**config.mk**
```make
export PLATFORM = sky130hd
export DESIGN_NAME = sipo
export DESIGN_NICKNAME = d
export VERILOG_FILES = /design/src/rtl/sipo.sv
export SDC_FILE = /design/constraint.sdc
export NUM_CORES = 1
export LEC_CHECK = 0
export CAP_MARGIN = 40
export CORE_AREA = 5 5 42 44
export DETAILED_ROUTE_END_ITERATION = 7
export DIE_AREA = 0 0 47 49
export PLACE_DENSITY = 0.58
export SLEW_MARGIN = 10
export SYNTH_ARGS = -nofsm -noshare
export SYNTH_HDL_FRONTEND = slang
export SYNTH_SLANG_ARGS = --single-unit
```
**constraint.sdc**
```tcl
create_clock -name clk -period 1.4 [get_ports clk]
set_input_delay 0.14 -clock clk [delete_from_list [all_inputs] [get_ports clk]]
set_output_delay 0.14 -clock clk [all_outputs]
set_load 0.02 [all_outputs]
```
**src/rtl/sipo.sv**
```systemverilog
// ---------------------------------------------------------------------------
// Module  : sipo
// Purpose : Bidirectional serial-in / parallel-out shift register with a
//           word-complete strobe and a bit counter.
// Revision: 1.0 - initial release
// ---------------------------------------------------------------------------
`default_nettype none

module sipo #(
  parameter int WIDTH = 4,
  parameter int CW    = $clog2(WIDTH + 1)
) (
  input  logic             clk,
  input  logic             rst,
  input  logic             direction,
  input  logic             din,
  output logic [WIDTH-1:0] dout,
  output logic             dout_valid,
  output logic [CW-1:0]    bit_count
);

  localparam logic [CW-1:0] FULL_COUNT = CW'(WIDTH);

  logic             last_dir;
  logic             dir_known;
  logic             restart;
  logic             word_done;
  logic [CW-1:0]    count_next;
  logic [WIDTH-1:0] shift_next;

  // A direction change abandons the partial word; the edge's bit becomes bit 1.
  // dir_known masks the first edge after reset so it never counts as a change.
  always_comb begin
    restart    = dir_known && (direction != last_dir);
    count_next = restart ? CW'(1) : bit_count + CW'(1);
    word_done  = (count_next == FULL_COUNT);
    shift_next = direction ? {dout[WIDTH-2:0], din} : {din, dout[WIDTH-1:1]};
  end

  always_ff @(posedge clk or negedge rst) begin
    if (!rst) begin
      dout       <= '0;
      dout_valid <= 1'b0;
      bit_count  <= '0;
      last_dir   <= 1'b0;
      dir_known  <= 1'b0;
    end else begin
      dout       <= shift_next;
      dout_valid <= word_done;
      bit_count  <= word_done ? '0 : count_next;
      last_dir   <= direction;
      dir_known  <= 1'b1;
    end
  end

endmodule

`default_nettype wire

```
==> impl_metrics.env, run 1 <==
export IMPL_status="finished, final reports clean"
export IMPL_start_kind="flip-flop"
export IMPL_synth_seq_cells=10
export IMPL_first_global_vias=270
export IMPL_peakVddDrop_uv=624.8
export IMPL_tritoncts="done"
export IMPL_nets=46
export IMPL_drive_above_1_share_pct=25.64
export IMPL_synthTopCellsByArea="dfrtp_1, mux2_2, a2111oi_2, ha_1, a21o_2"
export IMPL_tns_ns=0
export IMPL_initialDrtViolationCount=0
export IMPL_clockBufferDepth=2
export IMPL_ys_top_cells_by_count="dfrtp_1, mux2_2, inv_1"
export IMPL_die_area_um2=2303
export IMPL_cp_top_family="buffers and inverters"
export IMPL_wirelength_um=735
export IMPL_cp_required_ns=1.26
export IMPL_grt_max_degree=11
export IMPL_fin_skew_ns=0.0006380
export IMPL_synth_most_common_cell="dfrtp_1"
export IMPL_worst_slack_ns=0.04224
export IMPL_hold_viol_final=0
export IMPL_synth_top_cell_area_share_pct=66.89
export IMPL_grt_first_pass_wirelength_mm=1.131
export IMPL_powerDensity_nw_per_um2=1657
export IMPL_grt_overflow_total=0
export IMPL_cp_end_kind="output pin"
export IMPL_antenna_left=0
export IMPL_synth_area_leader_cell="dfrtp_1"
export IMPL_crit_slowest_cell="clkdlybuf4s50_1"
export IMPL_die_x_um=47
export IMPL_crit_type="reg -> out"
export IMPL_ys_types=11
export IMPL_cts_setup_buffers=0
export IMPL_rows=14
export IMPL_crit_buf_inv=1
export IMPL_antenna_found_initial=0
export IMPL_drc=0
export IMPL_p_leak_nw=0.2797
export IMPL_vias=244
export IMPL_track_usage_pct=7.128
export IMPL_first_pass_iters=1
export IMPL_htree_levels=1
export IMPL_avgSynthCellArea_um2=15.59
export IMPL_cp_cell_sequence="clkdlybuf4s50_1"
export IMPL_synth_edf_count=0
export IMPL_via_per_inst=4.436
export IMPL_max_freq_mhz=736.5
export IMPL_critical_path_max_stage_delay_ns=0.61
export IMPL_syn_area_um2=374.1
export IMPL_cts_repair_resized=1
export IMPL_wl_per_cell_um=13.36
export IMPL_fp_dieH_um=49
export IMPL_fin_util_pct=38.75
export IMPL_core_area_um2=1401
export IMPL_synthCells=24
export IMPL_rsz0062_at_grt="no"
export IMPL_hold_ws_ns=0.1963
export IMPL_gp_congestion=0.6226
export IMPL_n_antenna_cell=0
export IMPL_port_buffers=11
export IMPL_clockRootBuffer="clkbuf_4"
export IMPL_hpwl_um=572.8
export IMPL_maxCapViolCount=0
export IMPL_synth_fp_nets=29
export IMPL_synth_top_flop_cell="dfrtp_1"
export IMPL_hold_class="in -> async"
export IMPL_setup_viol=0
export IMPL_cp_max_fo=2
export IMPL_ys_warn_count=0
export IMPL_numCtsBuffers=3
export IMPL_io_pins=12
export IMPL_dpl_worst_slack_ns=0.1559
export IMPL_placed_cell_area_um2=511.7
export IMPL_hold_buffers=0
export IMPL_clock_sinks=10
export IMPL_async_flop_share_pct=100.0
export IMPL_syn_to_final_growth_pct=45.15
export IMPL_worst_endpoint_arrival_ns=1.22
export IMPL_clkLatencyLatePin_ns=0.25
export IMPL_stdcell_area_um2=543.0
export IMPL_maxSlewViolCount=0
export IMPL_finalCritPeriodShare_pct=96.98
export IMPL_path_clk_slew_ns=0.06
export IMPL_start_util_pct=26.70
export IMPL_period_needed_ns=1.358
export IMPL_ys_seq_area_share_pct=66.89
-- final cells by class --
| type | instances | area, um2 |
|---|---|---|
| fill | 136 | 858.3 |
| sequential | 10 | 250.2 |
| timing repair buffer | 12 | 126.4 |
| multi-input combinational | 12 | 116.4 |
| clock buffer | 3 | 22.52 |
| tap | 16 | 20.02 |
| inverter | 2 | 7.507 |
-- logic make-up (layout without fill, tap and decap cells) --
logic type,after synthesis,in the layout,synth area share [%]
AOI/OAI and AO/OA,4,4,10.03
xor gates and xnor gates,2,2,4.683
adders and majority gates,1,1,3.344
buffers and inverters,2,17,2.007
DFF,10,10,66.89
muxes,4,4,12.04
other,1,1,1.002
-- where the power goes --
part / total [W] / switching (W) / internal (W)
clock: 0.000185 / 0.0000866 / 0.0000987
combinational: 0.000331 / 0.000172 / 0.000159
sequential: 0.000384 / 0.0000361 / 0.000348
total: 0.000900 / 0.000294 / 0.000606
-- layout by cell type (no fill, tap or decap) --
cell type,count
a2111oi_2,1
a21o_2,1
a21oi_1,1
a221oi_1,1
buf_4,1
clkbuf_4,3
clkdlybuf4s50_1,6
conb_1,1
dfrtp_1,10
dlygate4sd2_1,1
dlymetal6s2s_1,4
ha_1,1
inv_1,2
mux2_2,4
xnor2_1,1
xor2_1,1
-- routing by layer --
metal | routed length, um | share of wire [%] | track usage, %
met5 | 0 | 0 | 0
met4 | 7 | 0.95 | 5.530
met3 | 84 | 11 | 3.321
met2 | 322 | 44 | 8.824
met1 | 321 | 44 | 9.132
-- worst register-to-register path, cell delays in order, from the launching register on --
cell and delay, ns:
dfrtp_1 0.41, ha_1 0.22, xnor2_1 0.16, a2111oi_2 0.32
-- sequential cells by signal, indices dropped and copies added (netlist names) --
signal      flops
dout            4
bit_count       3
dir_known       1
dout_valid      1
last_dir        1
-- through the flow --
step,total power [W],std cells
after detailed placement,0.0007289,52
final,0.0009000,55
after global routing,0.0009507,55
after global placement,0.0007165,52
after floorplan,0.0005676,24
after CTS,0.0009161,55
-- final timing paths --
kind	from	to	slack [ns]	depth (start not counted)
setup / recovery	dout[0]	dout[0]	0.04	1
min in group clk	dout[3]	dout[2]	0.52	1
hold / removal	rst	dout[3]	0.20	1
max in group asynchronous	rst	dir_known	0.90	1
hold reg to reg	dout[3]	dout[2]	0.52	1
setup reg to reg	bit_count[0]	dout_valid	0.18	3
Power figures use the tool's default switching activity.
==> run 2, diff against run 1 <==
--- a/config.mk
+++ b/config.mk
@@ -14,3 +14,4 @@
 export SYNTH_ARGS = -nofsm -noshare
 export SYNTH_HDL_FRONTEND = slang
 export SYNTH_SLANG_ARGS = --single-unit
+export TNS_END_PERCENT = 30
==> results of run 2 <==
Final layout, timing and power as in run 1 (identical DEF).
